--- config.mk ---
export PLATFORM = sky130hd
export DESIGN_NAME = usbls_rx_pkt_check
export DESIGN_NICKNAME = d
export VERILOG_FILES = /design/src/rtl/usbls_rx_pkt_check_pkg.sv /design/src/rtl/usbls_rx_crc16.sv /design/src/rtl/usbls_rx_pkt_check.sv
export SDC_FILE = /design/constraint.sdc
export NUM_CORES = 1
export LEC_CHECK = 0
export BUFFER_PORTS_ARGS = -buffer_cell sky130_fd_sc_hd__buf_2
export CAP_MARGIN = 20
export CORE_MARGIN = 2
export CORE_UTILIZATION = 55
export DETAILED_ROUTE_END_ITERATION = 12
export PLACE_DENSITY = 0.75
export SETUP_SLACK_MARGIN = 0.05
export SYNTH_ARGS = -nofsm -noshare
export SYNTH_HDL_FRONTEND = slang
export SYNTH_HIERARCHICAL = 1
export SYNTH_SLANG_ARGS = --single-unit
--- constraint.sdc ---
create_clock -name clk -period 4.04 [get_ports clk]
set_clock_uncertainty 0.2 [all_clocks]
set_input_delay 0.606 -clock clk [delete_from_list [all_inputs] [get_ports clk]]
set_output_delay 0.606 -clock clk [all_outputs]
set_load 0.05 [all_outputs]
--- src/rtl/usbls_rx_pkt_check_pkg.sv ---
// Shared constants for the low-speed USB receive packet checker: PID codes,
// CRC16 parameters, FSM state encoding and PID classification helpers.
package usbls_rx_pkt_check_pkg;

  localparam logic [3:0] PID_DATA0 = 4'b0011;
  localparam logic [3:0] PID_DATA1 = 4'b1011;
  localparam logic [3:0] PID_ACK   = 4'b0010;
  localparam logic [3:0] PID_NAK   = 4'b1010;
  localparam logic [3:0] PID_STALL = 4'b1110;

  localparam logic [15:0] CRC16_POLY_REFL = 16'hA001;
  localparam logic [15:0] CRC16_INIT      = 16'hFFFF;
  localparam logic [15:0] CRC16_RESIDUE   = 16'hB001;

  typedef enum logic [2:0] {
    ST_IDLE  = 3'd0,
    ST_PID   = 3'd1,
    ST_DATA  = 3'd2,
    ST_HSK   = 3'd3,
    ST_DRAIN = 3'd4,
    ST_DONE  = 3'd5
  } state_e;

  function automatic logic pid_is_data(input logic [3:0] pid);
    return (pid == PID_DATA0) || (pid == PID_DATA1);
  endfunction

  function automatic logic pid_is_hsk(input logic [3:0] pid);
    return (pid == PID_ACK) || (pid == PID_NAK) || (pid == PID_STALL);
  endfunction

endpackage

--- src/rtl/usbls_rx_crc16.sv ---
// Combinational one-byte CRC16 update, reflected (LSB-first) form.
// One generate stage per wire bit, bit0 of byte_in enters first.
module usbls_rx_crc16
  import usbls_rx_pkt_check_pkg::*;
(
  input  logic [15:0] crc_in,
  input  logic [7:0]  byte_in,
  output logic [15:0] crc_out
);

  for (genvar i = 0; i < 8; i++) begin : g_bit
    logic [15:0] c_prev;
    logic [15:0] c_next;
    logic        fb;

    if (i == 0) begin : g_first
      assign c_prev = crc_in;
    end else begin : g_rest
      assign c_prev = g_bit[i-1].c_next;
    end

    assign fb     = c_prev[0] ^ byte_in[i];
    assign c_next = {1'b0, c_prev[15:1]} ^ (fb ? CRC16_POLY_REFL : 16'h0000);
  end

  assign crc_out = g_bit[7].c_next;

endmodule

--- src/rtl/usbls_rx_pkt_check.sv ---
// Receive packet checker: validates PID, length and CRC16, forwards DATA payload
// with the two CRC bytes stripped, and strobes one result per packet after EOP.
module usbls_rx_pkt_check
  import usbls_rx_pkt_check_pkg::*;
#(
  parameter int unsigned MAX_LEN = 8,
  parameter int unsigned CNT_W   = 4
) (
  input  logic             clk,
  input  logic             rst_n,
  input  logic             rx_active,
  input  logic             rx_valid,
  input  logic [7:0]       rx_data,
  input  logic             rx_err,
  output logic             out_valid,
  output logic [7:0]       out_data,
  output logic             pkt_done,
  output logic [3:0]       pkt_pid,
  output logic             pkt_ok,
  output logic             pid_err,
  output logic             crc_err,
  output logic             len_err,
  output logic             stuff_err,
  output logic [CNT_W-1:0] pkt_len
);

  // Byte counter carries one extra bit so pkt_len can saturate after the CRC is subtracted.
  localparam logic [CNT_W:0] CNT_TWO  = (CNT_W+1)'(2);
  localparam logic [CNT_W:0] CNT_MAXL = (CNT_W+1)'(MAX_LEN);
  localparam logic [CNT_W:0] LEN_SAT  = {1'b0, {CNT_W{1'b1}}};

  state_e           state_q, state_d;
  logic             act_q;
  logic [15:0]      crc_q, crc_d, crc_upd;
  logic [CNT_W:0]   cnt_q, cnt_d, payload;
  logic [7:0]       dl_new_q, dl_new_d, dl_old_q, dl_old_d;
  logic [1:0]       dl_cnt_q, dl_cnt_d;
  logic [3:0]       pid_q, pid_d;
  logic             hsk_extra_q, hsk_extra_d;
  logic             stuff_q, stuff_d;
  logic             rise, start, eop;

  logic             out_valid_q, out_valid_d;
  logic [7:0]       out_data_q, out_data_d;
  logic             done_q, done_d;
  logic [3:0]       pkt_pid_q, pkt_pid_d;
  logic             pkt_ok_q, pkt_ok_d;
  logic             pid_err_q, pid_err_d;
  logic             crc_err_q, crc_err_d;
  logic             len_err_q, len_err_d;
  logic             stuff_err_q, stuff_err_d;
  logic [CNT_W-1:0] pkt_len_q, pkt_len_d;

  assign rise = rx_active & ~act_q;

  usbls_rx_crc16 u_crc16 (
    .crc_in  (crc_q),
    .byte_in (rx_data),
    .crc_out (crc_upd)
  );

  always_comb begin
    state_d     = state_q;
    crc_d       = crc_q;
    cnt_d       = cnt_q;
    dl_new_d    = dl_new_q;
    dl_old_d    = dl_old_q;
    dl_cnt_d    = dl_cnt_q;
    pid_d       = pid_q;
    hsk_extra_d = hsk_extra_q;
    stuff_d     = stuff_q;
    start       = 1'b0;
    eop         = 1'b0;
    payload     = '0;
    out_valid_d = 1'b0;
    out_data_d  = out_data_q;
    done_d      = 1'b0;
    pkt_pid_d   = pkt_pid_q;
    pkt_ok_d    = pkt_ok_q;
    pid_err_d   = pid_err_q;
    crc_err_d   = crc_err_q;
    len_err_d   = len_err_q;
    stuff_err_d = stuff_err_q;
    pkt_len_d   = pkt_len_q;

    case (state_q)
      ST_IDLE: begin
        if (rise) begin
          start   = 1'b1;
          state_d = ST_PID;
        end
      end
      ST_PID: begin
        stuff_d = stuff_q | rx_err;
        if (rx_valid) begin
          pid_d = rx_data[3:0];
          if (rx_data[7:4] != ~rx_data[3:0]) state_d = ST_DRAIN;
          else if (pid_is_data(rx_data[3:0])) state_d = ST_DATA;
          else if (pid_is_hsk(rx_data[3:0]))  state_d = ST_HSK;
          else                                state_d = ST_DRAIN;
        end
        eop = ~rx_active;
      end
      ST_DATA: begin
        stuff_d = stuff_q | rx_err;
        if (rx_valid) begin
          crc_d = crc_upd;
          cnt_d = (&cnt_q) ? cnt_q : cnt_q + 1'b1;
          // A byte leaves the delay line only once two newer bytes sit behind it.
          if (dl_cnt_q == 2'd2) begin
            out_valid_d = 1'b1;
            out_data_d  = dl_old_q;
          end
          dl_old_d = dl_new_q;
          dl_new_d = rx_data;
          dl_cnt_d = (dl_cnt_q == 2'd2) ? 2'd2 : dl_cnt_q + 2'd1;
        end
        eop = ~rx_active;
      end
      ST_HSK: begin
        stuff_d = stuff_q | rx_err;
        if (rx_valid) hsk_extra_d = 1'b1;
        eop = ~rx_active;
      end
      ST_DRAIN: begin
        stuff_d = stuff_q | rx_err;
        eop     = ~rx_active;
      end
      ST_DONE: begin
        if (rise) begin
          start   = 1'b1;
          state_d = ST_PID;
        end else begin
          state_d = ST_IDLE;
        end
      end
      default: state_d = ST_IDLE;
    endcase

    if (start) begin
      crc_d       = CRC16_INIT;
      cnt_d       = '0;
      dl_cnt_d    = 2'd0;
      pid_d       = 4'd0;
      hsk_extra_d = 1'b0;
      stuff_d     = 1'b0;
    end

    // state_d still names the packet class here, after this cycle's byte.
    if (eop) begin
      pid_err_d = 1'b0;
      crc_err_d = 1'b0;
      len_err_d = 1'b0;
      pkt_len_d = '0;
      case (state_d)
        ST_PID:   len_err_d = 1'b1;
        ST_DRAIN: pid_err_d = 1'b1;
        ST_HSK:   len_err_d = hsk_extra_d;
        ST_DATA: begin
          if (cnt_d < CNT_TWO) begin
            len_err_d = 1'b1;
          end else begin
            payload   = cnt_d - CNT_TWO;
            len_err_d = payload > CNT_MAXL;
            crc_err_d = crc_d != CRC16_RESIDUE;
            pkt_len_d = (payload > LEN_SAT) ? {CNT_W{1'b1}} : payload[CNT_W-1:0];
          end
        end
        default: ;
      endcase
      stuff_err_d = stuff_d;
      pkt_ok_d    = ~(pid_err_d | crc_err_d | len_err_d | stuff_d);
      pkt_pid_d   = pid_d;
      done_d      = 1'b1;
      state_d     = ST_DONE;
    end
  end

  always_ff @(posedge clk or negedge rst_n) begin
    if (!rst_n) begin
      state_q     <= ST_IDLE;
      act_q       <= 1'b0;
      crc_q       <= CRC16_INIT;
      cnt_q       <= '0;
      dl_new_q    <= 8'd0;
      dl_old_q    <= 8'd0;
      dl_cnt_q    <= 2'd0;
      pid_q       <= 4'd0;
      hsk_extra_q <= 1'b0;
      stuff_q     <= 1'b0;
      out_valid_q <= 1'b0;
      out_data_q  <= 8'd0;
      done_q      <= 1'b0;
      pkt_pid_q   <= 4'd0;
      pkt_ok_q    <= 1'b0;
      pid_err_q   <= 1'b0;
      crc_err_q   <= 1'b0;
      len_err_q   <= 1'b0;
      stuff_err_q <= 1'b0;
      pkt_len_q   <= '0;
    end else begin
      state_q     <= state_d;
      act_q       <= rx_active;
      crc_q       <= crc_d;
      cnt_q       <= cnt_d;
      dl_new_q    <= dl_new_d;
      dl_old_q    <= dl_old_d;
      dl_cnt_q    <= dl_cnt_d;
      pid_q       <= pid_d;
      hsk_extra_q <= hsk_extra_d;
      stuff_q     <= stuff_d;
      out_valid_q <= out_valid_d;
      out_data_q  <= out_data_d;
      done_q      <= done_d;
      pkt_pid_q   <= pkt_pid_d;
      pkt_ok_q    <= pkt_ok_d;
      pid_err_q   <= pid_err_d;
      crc_err_q   <= crc_err_d;
      len_err_q   <= len_err_d;
      stuff_err_q <= stuff_err_d;
      pkt_len_q   <= pkt_len_d;
    end
  end

  assign out_valid = out_valid_q;
  assign out_data  = out_data_q;
  assign pkt_done  = done_q;
  assign pkt_pid   = pkt_pid_q;
  assign pkt_ok    = pkt_ok_q;
  assign pid_err   = pid_err_q;
  assign crc_err   = crc_err_q;
  assign len_err   = len_err_q;
  assign stuff_err = stuff_err_q;
  assign pkt_len   = pkt_len_q;

endmodule

# Word-level counts from Yosys, hierarchy flattened
# Cells that the tools add are included.
[totals]
in_bits = 13
register_bits = 72
[op_classes]
reduce_logical = 13
muxes = 53
n_addsub = 3
order_cmp = 3
bitwise_logic = 25
eq_ne = 17
[op_table]
columns = ["op", "count"]
rows = [
  ["two-way mux 16 bit", 11],
  ["XOR 15 x 16 -> 16 bit", 8],
  ["two-way mux 4 bit", 6],
  ["two-way mux 1 bit", 20],
  ["two-way mux 5 bit", 4],
  ["two-way mux 3 bit", 6],
  ["!= test 16 bit (second input constant)", 1],
  ["equality test 3 x 2 -> 1 bit (second input constant)", 4],
  ["equality test 4 bit (second input constant)", 3],
  ["one-hot mux 3 bit (4 select lines)", 1],
  ["greater-than comparator 5 x 4 -> 1 bit (second input constant)", 2],
  ["equality test 3 bit (second input constant)", 3],
  ["equality test 4 x 2 -> 1 bit (second input constant)", 2],
  ["two-way mux 2 bit", 4],
  ["XOR 1 bit", 8],
  ["equality test 3 x 1 -> 1 bit (second input constant)", 2],
  ["adder 5 x 1 -> 5 bit (second input constant)", 1],
  ["< comparator 5 x 2 -> 1 bit (second input constant)", 1],
  ["AND reduction 5 bit", 1],
  ["subtractor 5 x 2 -> 5 bit (second input constant)", 1],
  ["!= test 4 bit", 1],
  ["inverter 4 bit", 1],
  ["bitwise OR 1 bit", 4],
  ["AND reduction 2 bit", 2],
  ["12 further kinds", 17],
]

# Longest topological paths before layout
[logic_depth]
depth_word = 35
mapped_depth = 12

# Cells and area by module
# The synthesis kept the hierarchy.
[modules_own_cells]
columns = ["mod", "instances", "area_per_inst_um2", "cells_per_inst"]
rows = [
  ["usbls_rx_pkt_check", 1, 3410.8, 369],
  ["usbls_rx_crc16", 1, 322.8, 29],
]

# Worst setup path after synthesis
# No wires, ideal clock.
[synth_path]
kind = "input-to-reg"
startpoint = "input rx_data[1]"
endpoint = "register pkt_ok_q, in the netlist pkt_ok"
arrival_time_ns = 2.678
required_ns = 3.773
path_slack_ns = 1.095
stages = 10
setup_ns = 0.067
cell_sequence = "xnor2_2 -> xor2_2 -> xnor3_2 -> xnor3_1 -> nor4b_1 -> nand2_1 -> nor3_1 -> o21ai_0 -> a311oi_1 -> a22o_1"
[synth_rtl]
columns = ["element", "line", "text"]
rows = [
  ["start, declared", "usbls_rx_pkt_check.sv:13", "input logic [7:0] rx_data,"],
  ["XOR 1 bit", "usbls_rx_crc16.sv:22", "assign fb = c_prev[0] ^ byte_in[i];"],
  ["two-way mux 16 bit", "usbls_rx_crc16.sv:23", "assign c_next = {1'b0, c_prev[15:1]} ^ (fb ? CRC16_POLY_REFL : 16'h0000);"],
  ["XOR 15 x 16 -> 16 bit", "usbls_rx_crc16.sv:23", ""],
  ["XOR 1 bit", "usbls_rx_crc16.sv:22", ""],
  ["two-way mux 16 bit", "usbls_rx_crc16.sv:23", ""],
  ["XOR 15 x 16 -> 16 bit (6 in a row)", "usbls_rx_crc16.sv:23", ""],
  ["via crc_upd[8]", "usbls_rx_pkt_check.sv:34", "logic [15:0] crc_q, crc_d, crc_upd;"],
  ["two-way mux 16 bit", "usbls_rx_pkt_check.sv:106", "if (rx_valid) begin"],
  ["two-way mux 16 bit", "usbls_rx_pkt_check.sv:86", "case (state_q)"],
  ["two-way mux 16 bit", "usbls_rx_pkt_check.sv:140", "if (start) begin"],
  ["!= test 16 bit", "usbls_rx_pkt_check.sv:165", "crc_err_d = crc_d != CRC16_RESIDUE;"],
  ["two-way mux 1 bit", "usbls_rx_pkt_check.sv:160", "if (cnt_d < CNT_TWO) begin"],
  ["two-way mux 1 bit", "usbls_rx_pkt_check.sv:155", "case (state_d)"],
  ["two-way mux 1 bit", "usbls_rx_pkt_check.sv:150", "if (eop) begin"],
  ["bitwise OR 1 bit (3 in a row)", "usbls_rx_pkt_check.sv:172", "pkt_ok_d = ~(pid_err_d | crc_err_d | len_err_d | stuff_d);"],
  ["inverter 1 bit", "usbls_rx_pkt_check.sv:172", ""],
  ["end signal, assigned", "usbls_rx_pkt_check.sv:216", "pkt_ok_q <= pkt_ok_d;"],
  ["end, declared", "usbls_rx_pkt_check.sv:47", "logic pkt_ok_q, pkt_ok_d;"],
]
# The timed path passes the listed nets, and every way through them passes these cells. The select of a mux whose other input is x is not followed.
# A chain may end at the register's enable or synchronous reset.

# Worst setup path after layout
[layout_path]
startpoint = "register crc_q[3]"
endpoint = "register pkt_ok_q, in the netlist pkt_ok"
[layout_via]
elab_chain_cells = 29
[layout_lines]
columns = ["element", "line", "text"]
rows = [
  ["start, declared", "usbls_rx_pkt_check.sv:34", ""],
  ["start signal, assigned", "usbls_rx_pkt_check.sv:204", "crc_q <= crc_d;"],
  ["XOR 15 x 16 -> 16 bit (3 in a row)", "usbls_rx_crc16.sv:23", ""],
  ["XOR 1 bit", "usbls_rx_crc16.sv:22", ""],
  ["two-way mux 16 bit", "usbls_rx_crc16.sv:23", ""],
  ["XOR 15 x 16 -> 16 bit", "usbls_rx_crc16.sv:23", ""],
  ["XOR 1 bit", "usbls_rx_crc16.sv:22", ""],
  ["two-way mux 16 bit", "usbls_rx_crc16.sv:23", ""],
  ["XOR 15 x 16 -> 16 bit", "usbls_rx_crc16.sv:23", ""],
  ["XOR 1 bit", "usbls_rx_crc16.sv:22", ""],
  ["[8 not listed]", "n/a", ""],
  ["via crc_upd[0]", "usbls_rx_pkt_check.sv:34", ""],
  ["[1 not listed]", "n/a", ""],
  ["two-way mux 16 bit", "usbls_rx_pkt_check.sv:86", ""],
  ["two-way mux 16 bit", "usbls_rx_pkt_check.sv:140", ""],
  ["!= test 16 bit", "usbls_rx_pkt_check.sv:165", ""],
  ["two-way mux 1 bit", "usbls_rx_pkt_check.sv:160", ""],
  ["two-way mux 1 bit", "usbls_rx_pkt_check.sv:155", ""],
  ["two-way mux 1 bit", "usbls_rx_pkt_check.sv:150", ""],
  ["bitwise OR 1 bit (3 in a row)", "usbls_rx_pkt_check.sv:172", ""],
  ["inverter 1 bit", "usbls_rx_pkt_check.sv:172", ""],
]
# The timed path passes the listed nets, and every way through them passes these cells. The select of a mux whose other input is x is not followed.

==> results.json <==
{
  "critPathMaxStageDelay_ns": 0.57,
  "synthMostInstantiatedCell": "nand2_1",
  "syn_area_um2": 3730,
  "cap_violations": 0,
  "worst_slew_pin_slew_ns": 0.735,
  "reg2reg_slack_ns": 0.82,
  "grt_pass1_wl_mm": 13.4,
  "ioPinCount": 36,
  "n_antenna_cell": 0,
  "ys_ff_latch": 72,
  "status": "finished clean",
  "htreeDepth": 3,
  "p_int_w": 0.00125,
  "synth_compound_area_share_pct": 7.77,
  "slowest_stage": "dfstp_2",
  "die_w_um": 86.4,
  "yosys_most_used_dff": "dfrtp_1",
  "p_sw_w": 0.000741,
  "worst_slack_ns": 0.824,
  "gr-total-overflow": 0,
  "start_kind": "flop",
  "cts_max_path_buffers": 2,
  "drt-pass1-iter-count": 4,
  "pre_cts_ws_ns": 0.622,
  "drive_gt1_share_pct": 21.3,
  "drt-total-wl_mm": 7.71,
  "powerDensity_nw_per_um2": 487,
  "cts_hold_buf": 0,
  "period_share_pct": 79.6,
  "p_leak_nw": 2.03,
  "crit_family": "XOR/XNOR gates",
  "finalSetupViolations": 0,
  "path_class": "reg -> reg",
  "die_h_um": 86.4,
  "core-area_um2": 6680,
  "reg2reg_from": "crc_q[3]",
  "path_depth": 10,
  "drv_slew": 0,
  "grt_pass1_vias": 2813,
  "combPwrFrac_pct": 29.3,
  "synth_top_area_share_pct": 37.5,
  "synth_edf_count": 0,
  "synth-adder-area-share_pct": 1.68,
  "start_util_pct": 55.9,
  "clockPowerShare_pct": 26.5,
  "dp_hpwl_mm": 5.53,
  "path_cells": "xor2_2 -> xnor2_1 -> xnor3_2 -> xnor3_1 -> nor4b_1 -> nand2_1 -> nor3_1 -> o21ai_0 -> a311oi_1 -> a22o_1",
  "via_per_inst": 5.62,
  "root_buffer": "clkbuf_8",
  "synthMuxAreaShare_pct": 3.75,
  "wl_per_cell_um": 15.2,
  "synth-xor-area-share_pct": 8.41,
  "holdCritPathClass": "in -> async",
  "setup_tns_ns": 0,
  "syn_nets": 416,
  "max_freq_mhz": 311,
  "ir_drop_mv": 0.388,
  "postSynthAreaPerCell_um2": 9.38,
  "clk_pin_slew_worst_paths_ns": 0.08,
  "relSlewSlack_pct": 50.9,
  "vias": 2853,
  "synth.distinct_cells": 59,
  "hold_viol": 0,
  "gp_congestion": 0.925,
  "drcViolationCount": 0,
  "end_kind": "flop",
  "clock_latency_ns": 0.35,
  "portBuffers": 35,
  "synth-async-reset-ratio_pct": 100,
  "worstPathMaxFanout": 3,
  "arrival_ns": 3.31,
  "drtIter0Drc": 141,
  "fin_crit_ns": 3.22,
  "p_seq_share_pct": 44.2,
  "yosysSeqAreaShare_pct": 48.8,
  "synth_common_cells": "nand2_1, dfrtp_1, nand3_1, nor2_1, xnor2_1",
  "die_area_um2": 7460,
  "nNetsFinal": 441,
  "post_cts_buffers": 0,
  "synth_largest_area_cell": "dfrtp_1",
  "synth_simple_gate_area_share_pct": 25.0,
  "drtAntennaViolNets": 0,
  "grt_util_all_layers_pct": 23.1,
  "reg2reg_to": "pkt_ok",
  "synthTopCellsByArea": "dfrtp_1, nand2_1, dfstp_2, xnor2_1, nand3_1",
  "cts_buffers": 9,
  "grt_setup_unrepaired": "false",
  "ctsResizeCount": 0,
  "grt_max_degree": 43,
  "required_ns": 4.13,
  "path_buf_inv": 0,
  "synth_top_family_by_area": "simple AND/OR/NAND/NOR gates",
  "fillers": 570,
  "switching_share_pct": 37.2,
  "grt_antenna_before_repair": 0,
  "syn_to_final_growth_pct": 9.55,
  "synth_cells": 398,
  "cts_tree": "yes",
  "yosys_warnings": 6,
  "rows": 30,
  "reg2reg_depth": 10,
  "cts.sinks": 72
}
per-stage QoR:
step	area, um2	total power (W)	hold slack [ns]	instances	util, %
detailed placement	3910	0.00147	0.253	492	58.5
finish	4090	0.00199	0.107	508	61.2
floorplan	3730	0.00137	0.110	398	-
CTS	4090	0.00200	0.130	508	61.2
global placement	3910	0.00146	0.246	492	58.5
global route	4090	0.00210	0.159	508	61.2
worst max-delay path by stage:
| stage | endpoint | slack, ns | start |
|---|---|---|---|
| after floorplan | pkt_ok | 1.10 | rx_data[1] |
| after global placement | pkt_ok | 0.73 | rx_data[0] |
| after detailed placement | pkt_ok | 0.62 | rx_data[3] |
| after CTS | pkt_ok | 0.83 | crc_q[3] |
| after global routing | pkt_ok | 0.53 | crc_q[3] |
| final | pkt_ok | 0.82 | crc_q[3] |
worst reg2reg max path, delay by kind of cell (launching register included):
family | cells | cell delay [ns]
compound gates | 3 | 0.69
simple gates | 3 | 0.49
flops | 1 | 0.57
xor+xnor | 4 | 1.21
state kept, by name, indices dropped and copies added, names as in the netlist, 2 cells and up:
name and cells:
crc_q 16, dl_new_q 8, dl_old_q 8, out_data 8, cnt_q 5, pid_q 4, pkt_len 4, pkt_pid 4
state_q 3, dl_cnt_q 2
power groups by stage:
stage                     Sequential (W)  Clock, W  Combinational [W]
after global routing            0.000892  0.000567           0.000642
after CTS                       0.000878  0.000541           0.000586
after floorplan                 0.000992         0           0.000374
after detailed placement        0.000890         0           0.000583
final                           0.000880  0.000528           0.000584
after global placement          0.000888         0           0.000569
placed cells by master, fill, tap and decap left out, types with 6 or more instances in the layout:
| master | n |
|---|---|
| a21oi_1 | 10 |
| nand3_1 | 22 |
| nor3_1 | 6 |
| buf_2 | 35 |
| dfrtp_1 | 56 |
| o21ai_0 | 7 |
| nor2_1 | 22 |
| mux2_2 | 8 |
| nand2_1 | 114 |
| inv_1 | 10 |
| xnor2_1 | 17 |
| nand4_1 | 6 |
| clkbuf_8 | 10 |
| dfstp_2 | 16 |
metal layers:
layer  global-route usage (%)  up-vias  part of all wire [%]
li1                         -     1383                     -
met1                     32.2     1392                    46
met2                     35.6       68                    48
met3                     5.43       10                   4.4
met4                     8.38        0                   1.4
met5                        0        -                     0
layout make-up:
type	count	area, um2	area share, %
multi-input cells	290	1740	42.6
flip-flops and latches	72	1820	44.5
well taps	80	100	2.45
repair buffers	39	205	5.02
clock inverters	6	43.8	1.07
clock buffers	10	138	3.36
inverters	11	41.3	1.01
cell families (layout without fill, tap and decap cells):
kind of cell / count (synthesis) / count (layout)
muxes: 13 / 13
xor gates and xnor gates: 27 / 27
DFF: 72 / 72
adders and majority gates: 5 / 5
buffers and inverters: 36 / 66
and+or+nand+nor: 203 / 203
AOI/OAI and AO/OA: 42 / 42
(Power assumes the default switching activity.)
